===== src/rtl/hash_pkg.sv =====
// rtl/hash_pkg.sv - shared types and constants for the hash request front end
//   op_e    : table operation encodings carried on req_op_i / op_o / resp_op_o
//   state_e : request sequencer FSM states
//   ST_*    : bit positions inside the 4-bit controller status word
package hash_pkg;

  typedef enum logic [1:0] {
    OP_NOTHING = 2'b00,
    OP_READ    = 2'b01,
    OP_WRITE   = 2'b10,
    OP_DELETE  = 2'b11
  } op_e;

  typedef enum logic [2:0] {
    S_IDLE = 3'd0,
    S_READ = 3'd1,
    S_WAIT = 3'd2,
    S_EXEC = 3'd3,
    S_RESP = 3'd4
  } state_e;

  localparam int ST_KEY_ALREADY_PRESENT = 0;
  localparam int ST_NO_ELEMENT_FOUND    = 1;
  localparam int ST_NO_WRITE_SPACE      = 2;
  localparam int ST_NO_DELETION_TARGET  = 3;

endpackage


===== src/rtl/hash_unit.sv =====
// rtl/hash_unit.sv - combinational per-table cuckoo hash
//   key_i : key to hash
//   adr_o : NUMBER_OF_TABLES addresses packed LSB-first, table t at [t*HS +: HS]
// Table t hashes fold(key ^ (key >> (t+1))); fold zero-extends to a whole
// number of HS-bit chunks and XORs the chunks together.
module hash_unit #(
  parameter int KEY_WIDTH           = 8,
  parameter int HASH_TABLE_MAX_SIZE = 4,
  parameter int NUMBER_OF_TABLES    = 3
) (
  input  logic [KEY_WIDTH-1:0]                            key_i,
  output logic [HASH_TABLE_MAX_SIZE*NUMBER_OF_TABLES-1:0] adr_o
);

  localparam int HS     = HASH_TABLE_MAX_SIZE;
  localparam int CHUNKS = (KEY_WIDTH + HS - 1) / HS;
  localparam int PW     = CHUNKS * HS;

  for (genvar t = 0; t < NUMBER_OF_TABLES; t++) begin : g_tbl
    logic [PW-1:0] mixed;
    logic [HS-1:0] h;

    assign mixed = PW'(key_i ^ (key_i >> (t + 1)));

    always_comb begin
      h = '0;
      for (int c = 0; c < CHUNKS; c++) begin
        h = h ^ mixed[c*HS +: HS];
      end
    end

    assign adr_o[t*HS +: HS] = h;
  end

endmodule


===== src/rtl/hash_request_sequencer.sv =====
// rtl/hash_request_sequencer.sv - one-at-a-time front end for the hash-table controller
//   req_*            : request handshake (op, key, write payload)
//   rd_en_o          : table read strobe, hash_adr_o : per-table addresses
//   key_o/data_o/op_o: controller operation inputs, op_o non-zero only in EXEC
//   ctrl_*_i         : controller result and status flags
//   resp_*           : held response, released by resp_ready_i
module hash_request_sequencer
  import hash_pkg::*;
#(
  parameter int KEY_WIDTH           = 8,
  parameter int DATA_WIDTH          = 32,
  parameter int NUMBER_OF_TABLES    = 3,
  parameter int HASH_TABLE_MAX_SIZE = 4,
  parameter int READ_LATENCY        = 1
) (
  input  logic                                            clk,
  input  logic                                            rst_n,
  input  logic                                            req_valid_i,
  output logic                                            req_ready_o,
  input  logic [1:0]                                      req_op_i,
  input  logic [KEY_WIDTH-1:0]                            req_key_i,
  input  logic [DATA_WIDTH-1:0]                           req_data_i,
  output logic                                            rd_en_o,
  output logic [HASH_TABLE_MAX_SIZE*NUMBER_OF_TABLES-1:0] hash_adr_o,
  output logic [KEY_WIDTH-1:0]                            key_o,
  output logic [DATA_WIDTH-1:0]                           data_o,
  output logic [1:0]                                      op_o,
  input  logic [DATA_WIDTH-1:0]                           ctrl_read_data_i,
  input  logic [3:0]                                      ctrl_status_i,
  output logic                                            resp_valid_o,
  input  logic                                            resp_ready_i,
  output logic [1:0]                                      resp_op_o,
  output logic [DATA_WIDTH-1:0]                           resp_data_o,
  output logic [3:0]                                      resp_status_o
);

  localparam int ADR_W = HASH_TABLE_MAX_SIZE * NUMBER_OF_TABLES;
  localparam int CNT_W = (READ_LATENCY > 1) ? $clog2(READ_LATENCY) : 1;

  state_e                  state_q, state_d;
  logic [CNT_W-1:0]        cnt_q, cnt_d;
  logic [1:0]              op_q;
  logic [KEY_WIDTH-1:0]    key_q;
  logic [DATA_WIDTH-1:0]   data_q;
  logic [ADR_W-1:0]        adr_q;
  logic [DATA_WIDTH-1:0]   resp_data_q;
  logic [3:0]              resp_status_q;
  logic [ADR_W-1:0]        hash_adr;
  logic                    accept;

  hash_unit #(
    .KEY_WIDTH          (KEY_WIDTH),
    .HASH_TABLE_MAX_SIZE(HASH_TABLE_MAX_SIZE),
    .NUMBER_OF_TABLES   (NUMBER_OF_TABLES)
  ) u_hash (
    .key_i(req_key_i),
    .adr_o(hash_adr)
  );

  assign accept = req_valid_i & req_ready_o;

  always_ff @(posedge clk or negedge rst_n) begin
    if (!rst_n) begin
      state_q <= S_IDLE;
      cnt_q   <= '0;
    end else begin
      state_q <= state_d;
      cnt_q   <= cnt_d;
    end
  end

  always_comb begin
    state_d = state_q;
    cnt_d   = cnt_q;
    unique case (state_q)
      S_IDLE: if (accept && req_op_i != OP_NOTHING) state_d = S_READ;
      S_READ: begin
        state_d = S_WAIT;
        cnt_d   = CNT_W'(READ_LATENCY - 1);
      end
      S_WAIT: begin
        if (cnt_q == '0) state_d = S_EXEC;
        else             cnt_d   = cnt_q - CNT_W'(1);
      end
      S_EXEC: state_d = S_RESP;
      S_RESP: if (resp_ready_i) state_d = S_IDLE;
      default: state_d = S_IDLE;
    endcase
  end

  // op_o is decoded straight from state so an async reset clears it at once.
  always_comb begin
    req_ready_o  = (state_q == S_IDLE);
    rd_en_o      = (state_q == S_READ);
    op_o         = (state_q == S_EXEC) ? op_q : OP_NOTHING;
    resp_valid_o = (state_q == S_RESP);
  end

  always_ff @(posedge clk or negedge rst_n) begin
    if (!rst_n) begin
      op_q          <= '0;
      key_q         <= '0;
      data_q        <= '0;
      adr_q         <= '0;
      resp_data_q   <= '0;
      resp_status_q <= '0;
    end else begin
      if (accept) begin
        op_q   <= req_op_i;
        key_q  <= req_key_i;
        data_q <= req_data_i;
        // Addresses only move for real operations so the tables see a stable value.
        if (req_op_i != OP_NOTHING) adr_q <= hash_adr;
      end
      if (state_q == S_EXEC) begin
        resp_status_q <= ctrl_status_i;
        resp_data_q   <= (op_q == OP_READ && !ctrl_status_i[ST_NO_ELEMENT_FOUND])
                         ? ctrl_read_data_i : '0;
      end
    end
  end

  assign hash_adr_o    = adr_q;
  assign key_o         = key_q;
  assign data_o        = data_q;
  assign resp_op_o     = op_q;
  assign resp_data_o   = resp_data_q;
  assign resp_status_o = resp_status_q;

endmodule


===== config.mk =====
export PLATFORM = sky130hd
export DESIGN_NAME = hash_request_sequencer
export DESIGN_NICKNAME = d
export VERILOG_FILES = /design/src/rtl/hash_pkg.sv /design/src/rtl/hash_unit.sv /design/src/rtl/hash_request_sequencer.sv
export SDC_FILE = /design/constraint.sdc
export NUM_CORES = 1
export LEC_CHECK = 0
export BUFFER_PORTS_ARGS = -buffer_cell sky130_fd_sc_hd__buf_2
export CAP_MARGIN = 15
export CORE_MARGIN = 4
export CORE_UTILIZATION = 49
export DETAILED_ROUTE_END_ITERATION = 7
export PLACE_DENSITY = 0.83
export SYNTH_ARGS = -nofsm -noshare
export SYNTH_HDL_FRONTEND = slang
export SYNTH_SLANG_ARGS = --single-unit

===== constraint.sdc =====
create_clock -name clk -period 3.79 [get_ports clk]
set_input_delay 0.5685 -clock clk [delete_from_list [all_inputs] [get_ports clk]]
set_output_delay 0.5685 -clock clk [all_outputs]
set_load 0.02 [all_outputs]

==> metrics <==
H-tree depth=3; die area=8756 um^2; most frequent cells in the layout=175 x buf_2, 93 x dfrtp_1, 47 x mux2_2, 32 x a22o_1, 16 x xor2_1; startpoint type of the worst setup path=flip-flop; top cells by area, synth=dfrtp_1 65%, mux2_2 15%, a22o_1 7.8%, xor2_1 3.9%, mux2_1 2.8%; Vias/cell=5.059; Starting DRT DRC Count=53; min cycle time layout=2.298 ns; worst clock skew=0.01158 ns; Setup Viol. Count Final=0; syn avg cell area=15.34 um^2; Slew Viols, Final=0; GRT overflow=0; GP Congestion=0.7324; DR WL/cell=16.46 um; synthesis-stage register bit count=93; Worst-Margin Slew=0.8232 ns; DRT antenna net count=0; drc violations=0; most common cell after layout, fill and taps aside=buf_2; unique cell type count in the Yosys netlist=20; Yosys top cell area share=64.85%; clock sink total=93; leakage=2.473 nW; die width=93.58 um; status=finished clean; area grow syn2layout=32.57%; Ys Warns=0; ant diodes=0; number of synthesized flops with an enable pin=0; CTS tree=done; crit share post-route=60.63%; total power=4.412 mW; first-pass GRT wire length=13,460 um; Initial Utilization=51.68%; Final #Nets=492; worst-skew pair later-pin latency=0.35 ns; Clock transition at path regs=0.10 ns; Worst EP required=3.22 ns; DP Worst Slack=1.485 ns; total track usage=19.53%; DR vias=2,585; post-detail-place hpwl=6255 um; share of cells above drive strength 1=59.04%; cell type with the highest aggregate area in the netlist=dfrtp_1; IO Count=177; Mapped Cells=234; number of global-route vias before repair=2,758; sequential cell area fraction in the yosys report=64.85%; crit path DAT=1.73 ns; core area=6944 um^2; # port buffers=176; Async S/R FF share, synth=100.0%; root buffer cell=clkbuf_8; First-pass DRT Iterations=4; Max rail drop VDD=0.0004736 V; Max-Cap Viols=0; aggregate routed wire length=8411 um; reg-to-reg setup timing slack=1.61 ns; fin util=68.50%; relative slew slack=45.12%; area of the mapped netlist=3588 um^2; final worst setup slack=1.492 ns; Cell Pwr Density=927.5 nW/um^2; FP Rows=30; clk buf depth=2; minimum hold slack=0.3128 ns; crit path kind=flip-flop to output pin; Hold Vio Cnt, Final=0; largest net degree at the start of global routing=69; maximum clock rate=0.4352 GHz; postcts setup bufs=0; crit-path max FO=39; Post-CTS Hold Buffers=0; unrepaired setup endpoints after global routing=false; Crit. End Element=output pin; Die H=93.58 um; PostCTS Resize Cnt=0; Post-Route Setup TNS=0 ns; initial antenna violation count=0; TritonCTS Buffers=9; most common flop cell mapped by yosys=dfrtp_1; syn nets=316; Worst Hold Class=primary input to async pin
## cell usage after synthesis (3+ instances only)
| cell | instances |
|---|---|
| nor2_1 | 5 |
| o21ai_0 | 3 |
| inv_1 | 3 |
| a22o_1 | 32 |
| buf_2 | 7 |
| clkbuf_1 | 7 |
| mux2_2 | 47 |
| dfrtp_1 | 93 |
| mux2_1 | 9 |
| xor2_1 | 16 |
| nand2_1 | 3 |
## registers in the layout, summed over array words and instances (netlist names)
| name | count |
|---|---|
| key_o | 8 |
| resp_data_o | 32 |
| resp_status_o | 4 |
| hash_adr_o | 12 |
| data_o | 32 |
| resp_op_o | 2 |
| state_q | 3 |
## worst paths after layout
path / startpoint / end / depth (start not counted)
hold reg to reg: hash_adr_o[10] / hash_adr_o[10] / 1
min in group clk: ctrl_read_data_i[30] / resp_data_o[30] / 2
setup reg to reg: state_q[0] / hash_adr_o[1] / 4
max in group asynchronous: rst_n / data_o[20] / 2
setup / recovery: state_q[2] / op_o[0] / 4
hold / removal: rst_n / key_o[5] / 1
## worst max-delay path, cell delays in order (launching register included)
cell and delay, ns:
dfrtp_1 0.49, nand3b_1 0.24, buf_4 0.41, nor2_1 0.08
buf_2 0.17
## layer usage
| metal | share of wire [%] | wire (um) | up-vias | track usage (%) |
|---|---|---|---|---|
| met4 | 1.6 | 133 | 0 | 7.822 |
| li1 | - | - | 1183 | - |
| met3 | 9.2 | 771 | 11 | 5.310 |
| met1 | 39 | 3318 | 1261 | 23.78 |
| met2 | 50 | 4188 | 130 | 32.94 |
| met5 | 0 | 0 | - | 0 |
## per-stage QoR
step	area (um^2)	std cells
after floorplan	3588	234
after global placement	4558	495
after detailed placement	4558	495
after CTS	4757	511
after global routing	4757	511
final	4757	511
## cell type report
cell class,instances,area [um^2]
Sequential cell,93,2327
Fill cell,545,2187
Multi-Input combinational cell,123,1186
Timing Repair Buffer,180,913.4
Clock buffer,10,127.6
Tap cell,96,120.1
Clock inverter,6,71.32
Inverter,3,11.26
## cell families after synthesis
kind of cell	count (synthesis)	share of synthesized area [%]
muxes	56	17.57
buffers and inverters	18	2.336
xor gates and xnor gates	17	4.149
DFF	93	64.85
and+or+nand+nor	13	2.406
AOI/OAI and AO/OA	37	8.682
## where the power goes
| group | switching, mW | internal (mW) | leakage (nW) | total, mW |
|---|---|---|---|---|
| combinational | 1.17 | 0.837 | 1.22 | 2.01 |
| clock | 0.346 | 0.311 | 0.0935 | 0.657 |
| sequential | 0.268 | 1.48 | 1.16 | 1.75 |
Note: power is estimated with default switching activity, not from simulation.
